<file path="src/rtl/mem_hex_dumper.sv">
// Drains the receive RAM over the UART TX handshake as uppercase ASCII hex:
// "HH HH ... HH\r\n", reading bytes from address 0 up to the saturated length.
module mem_hex_dumper #(
  parameter int D_WIDTH = 8,
  parameter int A_WIDTH = 4
) (
  input  logic               i_clk,
  input  logic               i_n_rst,
  input  logic               i_start,
  input  logic [A_WIDTH:0]   i_len,
  output logic [A_WIDTH-1:0] o_raddr,
  input  logic [D_WIDTH-1:0] i_rdata,
  output logic               o_tx_start,
  output logic [7:0]         o_tx_data,
  input  logic               i_tx_busy,
  output logic               o_busy,
  output logic               o_done
);

  localparam logic [A_WIDTH:0] DEPTH = {1'b1, {A_WIDTH{1'b0}}};

  typedef enum logic [2:0] {
    S_IDLE   = 3'd0,
    S_RD_REQ = 3'd1,
    S_RD_CAP = 3'd2,
    S_TX_REQ = 3'd3,
    S_TX_ACK = 3'd4,
    S_TX_END = 3'd5,
    S_DONE   = 3'd6
  } state_t;

  typedef enum logic [2:0] {
    SEL_HI = 3'd0,
    SEL_LO = 3'd1,
    SEL_SP = 3'd2,
    SEL_CR = 3'd3,
    SEL_LF = 3'd4
  } sel_t;

  function automatic logic [7:0] hex_char(input logic [3:0] n);
    if (n < 4'd10) begin
      return 8'h30 + {4'd0, n};
    end else begin
      return 8'h37 + {4'd0, n};
    end
  endfunction

  function automatic logic [7:0] char_of(input sel_t sel, input logic [7:0] b);
    case (sel)
      SEL_HI:  return hex_char(b[7:4]);
      SEL_LO:  return hex_char(b[3:0]);
      SEL_SP:  return 8'h20;
      SEL_CR:  return 8'h0D;
      SEL_LF:  return 8'h0A;
      default: return 8'h00;
    endcase
  endfunction

  state_t             r_state, w_state;
  sel_t               r_sel, w_sel;
  logic [A_WIDTH:0]   r_idx, w_idx;
  logic [A_WIDTH:0]   r_cnt, w_cnt;
  logic [7:0]         r_byte, w_byte;
  logic [A_WIDTH-1:0] r_raddr, w_raddr;
  logic               r_tx_start, w_tx_start;
  logic [7:0]         r_tx_data, w_tx_data;
  logic               r_busy, w_busy;
  logic               r_done, w_done;

  logic [A_WIDTH:0]   w_len_sat;
  logic [A_WIDTH:0]   w_idx_inc;
  logic [7:0]         w_char;

  assign w_len_sat = (i_len > DEPTH) ? DEPTH : i_len;
  assign w_idx_inc = r_idx + {{A_WIDTH{1'b0}}, 1'b1};
  assign w_char    = char_of(r_sel, r_byte);

  // State and datapath registers, all cleared asynchronously so a reset withdraws any pending request.
  always_ff @(posedge i_clk or negedge i_n_rst) begin
    if (!i_n_rst) begin
      r_state    <= S_IDLE;
      r_sel      <= SEL_HI;
      r_idx      <= '0;
      r_cnt      <= '0;
      r_byte     <= 8'h00;
      r_raddr    <= '0;
      r_tx_start <= 1'b0;
      r_tx_data  <= 8'h00;
      r_busy     <= 1'b0;
      r_done     <= 1'b0;
    end else begin
      r_state    <= w_state;
      r_sel      <= w_sel;
      r_idx      <= w_idx;
      r_cnt      <= w_cnt;
      r_byte     <= w_byte;
      r_raddr    <= w_raddr;
      r_tx_start <= w_tx_start;
      r_tx_data  <= w_tx_data;
      r_busy     <= w_busy;
      r_done     <= w_done;
    end
  end

  // Next-state and next-register values; tx_start and done default low so they pulse for one cycle.
  always_comb begin
    w_state    = r_state;
    w_sel      = r_sel;
    w_idx      = r_idx;
    w_cnt      = r_cnt;
    w_byte     = r_byte;
    w_raddr    = r_raddr;
    w_tx_start = 1'b0;
    w_tx_data  = r_tx_data;
    w_busy     = r_busy;
    w_done     = 1'b0;

    case (r_state)
      S_IDLE: begin
        if (i_start) begin
          w_cnt   = w_len_sat;
          w_idx   = '0;
          w_raddr = '0;
          w_busy  = 1'b1;
          if (w_len_sat == '0) begin
            w_sel   = SEL_CR;
            w_state = S_TX_REQ;
          end else begin
            w_state = S_RD_REQ;
          end
        end else begin
          w_state = S_IDLE;
        end
      end

      S_RD_REQ: begin
        w_raddr = r_idx[A_WIDTH-1:0];
        w_state = S_RD_CAP;
      end

      S_RD_CAP: begin
        w_byte  = i_rdata[7:0];
        w_sel   = SEL_HI;
        w_state = S_TX_REQ;
      end

      S_TX_REQ: begin
        if (!i_tx_busy) begin
          w_tx_start = 1'b1;
          w_tx_data  = w_char;
          w_state    = S_TX_ACK;
        end else begin
          w_state = S_TX_REQ;
        end
      end

      S_TX_ACK: begin
        if (i_tx_busy) begin
          w_state = S_TX_END;
        end else begin
          w_state = S_TX_ACK;
        end
      end

      S_TX_END: begin
        if (!i_tx_busy) begin
          // The last byte of the dump is followed by CR instead of a space.
          case (r_sel)
            SEL_HI: begin
              w_sel   = SEL_LO;
              w_state = S_TX_REQ;
            end
            SEL_LO: begin
              if (w_idx_inc < r_cnt) begin
                w_sel = SEL_SP;
              end else begin
                w_sel = SEL_CR;
              end
              w_state = S_TX_REQ;
            end
            SEL_SP: begin
              w_idx   = w_idx_inc;
              w_raddr = w_idx_inc[A_WIDTH-1:0];
              w_state = S_RD_REQ;
            end
            SEL_CR: begin
              w_sel   = SEL_LF;
              w_state = S_TX_REQ;
            end
            SEL_LF: begin
              w_done  = 1'b1;
              w_busy  = 1'b0;
              w_raddr = '0;
              w_state = S_DONE;
            end
            default: begin
              w_busy  = 1'b0;
              w_state = S_IDLE;
            end
          endcase
        end else begin
          w_state = S_TX_END;
        end
      end

      S_DONE: begin
        w_state = S_IDLE;
      end

      default: begin
        w_busy  = 1'b0;
        w_state = S_IDLE;
      end
    endcase
  end

  assign o_raddr    = r_raddr;
  assign o_tx_start = r_tx_start;
  assign o_tx_data  = r_tx_data;
  assign o_busy     = r_busy;
  assign o_done     = r_done;

endmodule

</file>
<file path="config.mk">
export PLATFORM = sky130hd
export DESIGN_NAME = mem_hex_dumper
export DESIGN_NICKNAME = d
export VERILOG_FILES = /design/src/rtl/mem_hex_dumper.sv
export SDC_FILE = /design/constraint.sdc
export NUM_CORES = 1
export LEC_CHECK = 0
export BUFFER_PORTS_ARGS = -buffer_cell sky130_fd_sc_hd__buf_2
export CORE_ASPECT_RATIO = 0.8
export CORE_UTILIZATION = 59
export CTS_BUF_LIST = sky130_fd_sc_hd__clkbuf_4 sky130_fd_sc_hd__clkbuf_8
export DETAILED_ROUTE_END_ITERATION = 10
export PLACE_DENSITY_LB_ADDON = 0.2
export SLEW_MARGIN = 20
export SYNTH_ARGS = -nofsm -noshare
export SYNTH_HDL_FRONTEND = slang
export SYNTH_SLANG_ARGS = --single-unit
</file>
<file path="constraint.sdc">
create_clock -name i_clk -period 2.6 [get_ports i_clk]
set_clock_uncertainty 0.15 [all_clocks]
set_input_delay 0.13 -clock i_clk [delete_from_list [all_inputs] [get_ports i_clk]]
set_output_delay 0.13 -clock i_clk [all_outputs]
set_load 0.01 [all_outputs]
</file>
; ---- Yosys cells after proc, flatten, opt, wreduce, memory -nomap -nowiden
; Cells that the tools add are included.
[totals]
reg_bits = 39
in_bits = 17
out_inout_bits = 15
wordCells = 87
[classes]
addsub = 5
order_cmp = 4
n_eq_ne = 17
n_mux = 34
bitwise_logic = 2
n_reduce_logical = 15
[ops]
columns = operator, count
row1 = one-hot mux 8 bit (5 select lines), 1
row2 = adder 6 x 4 -> 7 bit (first input constant), 4
row3 = one-hot mux 3 bit (3 select lines), 3
row4 = 2-to-1 mux 5 bit, 4
row5 = 2-to-1 mux 3 bit, 6
row6 = one-hot mux 3 bit (6 select lines), 1
row7 = 2-to-1 mux 7 bit, 2
row8 = == test 3 x 2 -> 1 bit (second input constant), 4
row9 = == test 3 bit (second input constant), 4
row10 = one-hot mux 4 bit (3 select lines), 1
row11 = AND reduction 4 bit, 3
row12 = 2-to-1 mux 1 bit, 10
row13 = one-hot mux 5 bit (2 select lines), 1
row14 = less-than comparator 4 bit (second input constant), 2
row15 = 2-to-1 mux 4 bit, 2
row16 = != test 2 bit (second input constant), 4
row17 = one-hot mux 4 bit (2 select lines), 1
row18 = == test 3 x 1 -> 1 bit (second input constant), 2
row19 = zero test 3 bit, 2
row20 = nonzero test 3 bit, 2
row21 = adder 5 x 1 -> 5 bit (second input constant), 1
row22 = greater-than comparator 5 bit (second input constant), 1
row23 = zero test 5 bit, 1
row24 = less-than comparator 5 bit, 1
row25 = 12 further kinds, 14

; ---- Depth between registers and ports, before layout
[depth]
word_depth = 6
ltp_mapped = 8
mapped_depth_nobuf = 8

; ---- Least setup slack after synthesis
; Ideal clock, no wire load.
[synth_path]
kind = flip-flop to flip-flop
start = register r_idx[0]
end = register r_sel[0]
setup_ns = 0.125
t_arrival_ns = 1.800
required_ns = 2.325
slack_ns = 0.525
stages_incl_launch_ff = 6
path_buffers = 0
synth_period_minus_slack_ns = 2.075
path_cell_list = dfrtp_1 > ha_1 > ha_1 > a2111o_1 > a41o_1 > mux2_2
[synth_via]
elab_chain_cells = 6
[synth_rtl]
columns = item, line_no
row1 = "start, declared", 61  ; logic [A_WIDTH:0] r_idx, w_idx;
row2 = "start signal, assigned", 94  ; r_idx <= w_idx;
row3 = adder 5 x 1 -> 5 bit, 75  ; assign w_idx_inc = r_idx + {{A_WIDTH{1'b0}}, 1'b1};
row4 = less-than comparator 5 bit, 174  ; if (w_idx_inc < r_cnt) begin
row5 = 2-to-1 mux 1 bit, 174
row6 = one-hot mux 3 bit (3 select lines), 168  ; case (r_sel)
row7 = 2-to-1 mux 3 bit, 166  ; if (!i_tx_busy) begin
row8 = one-hot mux 3 bit (3 select lines), 118  ; case (r_state)
row9 = "end signal, assigned", 93  ; r_sel <= w_sel;
row10 = "end, declared", 60  ; sel_t r_sel, w_sel;
; No other way between the ends. The select of a mux whose other input is x is not followed.
; A chain may end at the register's enable or synchronous reset.

; ---- Worst setup path in the final report
; Ends and elaborated chain as after synthesis.

==> metrics.md <==
| Metric | Value |
|---|---|
| Number of DRC markers in iteration 0 | 138 |
| Detailed Route WL | 4690 um |
| IO Pins | 32 |
| CP Class | flop to flop |
| Final Util | 74.4% |
| Worst Hold Launch | i_start |
| Synth top area share | 42.8% |
| GRT met1 Usage | 39.4% |
| Busiest metal layer after global routing | met1 |
| Number of global-route vias before repair | 1646 |
| Pwr per Cell Area | 1040 mW/mm2 |
| Core ar. | 0.00352 mm2 |
| Synth area leaders | dfrtp_1 (43%), o21ai_0 (5.9%), mux2_2 (5.1%) |
| RePlAce Congestion | 0.827 |
| Buffer and inverter count on the worst path | 0 |
| Worst path cell trace | ha_1 > xor2_1 > ha_1 > a2111o_1 > a41o_1 > mux2_2 |
| # port buffers | 30 |
| Seq pwr share | 39.5% |
| Skew-Pair Late Insertion Delay | 0.29 ns |
| Root Buffer | clkbuf_8 |
| CP max stage cell | dfrtp_1 |
| Met3 usage | 8.08% |
| Cell mode on critical path | ha_1 |
| Post-DR wirelength/cell | 14.8 um |
| # rows | 19 |
| Post-layout min period | 2.20 ns |
| Type of the worst min-delay path | input pin to flop |
| First-pass GRT wire length | 8010 um |
| First-pass DRT Iterations | 7 |
| Sw frac | 41.0% |
| Failing checks | design-rule violations |
| Final Max Tran Viols | 0 |
| Worst EP required | 2.63 ns |
| Clock sink count | 38 |
| RSZ-0062 raised after global routing | false |
| Met2 Track Usage GR | 36.5% |
| Leak pwr | 1.19 nW |
| Gr ovfl total | 0 |
| GRT Util Overall | 26.2% |
| Clock Power Share | 15.7% |
| VDD IR-drop max | 0.777 mV |
| Final worst path period share | 84.5% |
| Die area | 0.00402 mm2 |
| FF/Latch Area | 951 um2 |
| Clock-pin transition on the worst setup and hold timing paths | 0.07 ns |
| Top Family by Delay on Critical Path | compound AO/OA/AOI/OAI gates |
| Final ANT Viol Nets | 0 |
| Reg2reg start | r_idx[0]$_DFFE_PN0P_ |
| Non-filler instance count after layout | 316 |
| Die H | 56.9 um |
| Share of layout cells above drive strength 1 | 21.2% |
| Psw | 1.12 mW |
| CP startpoint | r_idx[0]$_DFFE_PN0P_ |
| NumNets Final | 297 |
| Worst-Margin Slew | 0.826 ns |
| Largest net degree at the start of global routing | 39 |
| H-Tree Depth | 2 |
| Initial antenna violation count | 0 |
| DIE WIDTH | 70.6 um |
| Ys flop type | dfrtp_1 |
| Inserted Diodes | 0 |
| Number of flops mapped to enable cells by yosys | 0 |
| Clk buf depth | 2 |
| Slew margin rel. | 44.9% |
| Placed insts | 293 |
| Avg Cell Area, Syn | 9.54 um2 |
| Synth unique cells | 50 |
| Most frequent cells in the layout | dfrtp_1 (38), buf_2 (30), o21ai_0 (26) |
| Flops & latches, synth | 38 |
| Setup TNS | 0 ns |
| Final Hold Viols | 0 |
| Initial Util | 63.2% |
| Max Freq | 455 MHz |
| Post-synthesis sequential area ratio | 42.8% |
| DP Wirelength | 3140 um |
| Area leader, netlist | dfrtp_1 |
| Post-synth ARST share | 100% |
| Overall power | 2.73 mW |
| CTS tree | done |
| Vias | 1842 |
| Slowest Stage Delay on Critical Path | 0.45 ns |
| Remaining DRCs | 2 |
| Cell Area, Placed | 0.00237 mm2 |
| Most common cell after layout, fill and taps aside | dfrtp_1 |
| Drt via density | 5.83 |
| Combinational group share of total power | 44.7% |
| Final Instance Area | 0.00262 mm2 |
| Post-Syn Instances | 233 |
| Internal power | 1.61 mW |
| Mapped cell area | 0.00222 mm2 |
| Critical Path AT | 2.23 ns |
| CTS Buf Count | 5 |
| Max-Cap Viols | 0 |
| CP max FO | 7 |
| CP startpoint kind | flop |
| FILL cells | 253 |
| Final setup vio count | 0 |
| Synthesis-to-layout area growth | 17.8% |
| Run status | finished with violations |
| Synth warnings | 0 |
| Element type at the critical path end | flop |
| Syn Nets | 257 |
| Area of the multi-input gates | 0.00116 mm2 |
[cell usage after synthesis (3+ instances only)]
cell type,count
a21boi_0,3
a21oi_1,13
a31oi_1,4
buf_2,6
clkbuf_1,6
dfrtp_1,38
ha_1,7
inv_1,13
mux2_2,10
nand2_1,23
nand2b_1,12
nand3_1,3
nand3b_1,4
nor2_1,6
nor2b_1,4
nor3_1,4
o21a_1,3
o21ai_0,26
o2bb2ai_1,3
o31ai_1,5
xnor2_1,5
[repair_timing]
item | in CTS | in global routing
endpoints found under the hold margin | 52 | 0
setup buffers | 0 | 0
gates resized for setup | 0 | 0
hold buffers | 15 | 0
[flip-flops by register name, summed over array words and instances, names as in the netlist]
register and flops:
o_busy 1, o_done 1, o_raddr 4, o_tx_data 7
o_tx_start 1, r_byte 8, r_cnt 5, r_idx 5
r_sel 3, r_state 3
[final cells by class]
cell class | instances | share of cell area [%]
well taps | 42 | 2.01
clock inverters | 1 | 0.191
clock buffers | 7 | 3.44
flip-flops and latches | 38 | 36.3
inverters | 13 | 1.86
multi-input cells | 168 | 44.1
repair buffers | 47 | 12.0
[cell families (layout without fill, tap and decap cells)]
family	after synthesis	count (layout)	share of synthesized area (%)
buf+inv	27	68	5.23
xor+xnor	6	6	2.36
flops	38	38	42.8
mux	10	10	5.06
other cells	1	1	0.169
compound gates	74	74	23.0
simple gates	70	70	17.4
fa+ha+maj	7	7	3.94
[power groups by stage]
stage / Clock (mW) / Combinational (mW) / Sequential [mW]
floorplan: 0 / 0.981 / 0.984
detailed placement: 0 / 1.18 / 1.09
finish: 0.430 / 1.22 / 1.08
global placement: 0 / 1.17 / 1.08
CTS: 0.438 / 1.21 / 1.08
global route: 0.465 / 1.36 / 1.12
[worst paths after layout]
kind,endpoint,cells past startpoint,slack (ns)
worst min-delay path,r_state[0]$_DFF_PN0_,3,0.12
worst min register to register,o_tx_data[6]$_DFFE_PN0P_,2,0.33
worst max register to register,r_sel[0]$_DFFE_PN0P_,6,0.40
min in group asynchronous,o_raddr[1]$_DFFE_PN0P_,2,0.32
max in group asynchronous,r_sel[2]$_DFFE_PN0P_,2,1.47
worst max-delay path,r_sel[0]$_DFFE_PN0P_,6,0.40
[routing by layer]
metal | up-vias | part of all wire (%)
li1 | 917 | -
met4 | 0 | 1.0
met2 | 54 | 41
met5 | - | 0
met1 | 867 | 52
met3 | 4 | 5.6
[stage by stage]
stage / worst slack (ns) / hold slack (ns)
after CTS: 0.423 / 0.0972
after detailed placement: 0.432 / 0.131
final: 0.404 / 0.115
after floorplan: 0.525 / -0.316
after global routing: 0.334 / 0.146
after global placement: 0.494 / 0.129
[worst reg2reg max path, delay by kind of cell (launching register included)]
family / cells / cell delay [ns]
AO/OA/AOI/OAI: 2 / 0.55
adder cells (fa/ha/maj): 2 / 0.50
flip-flops: 1 / 0.45
multiplexers: 1 / 0.25
XOR/XNOR: 1 / 0.18
(Power assumes the default switching activity.)
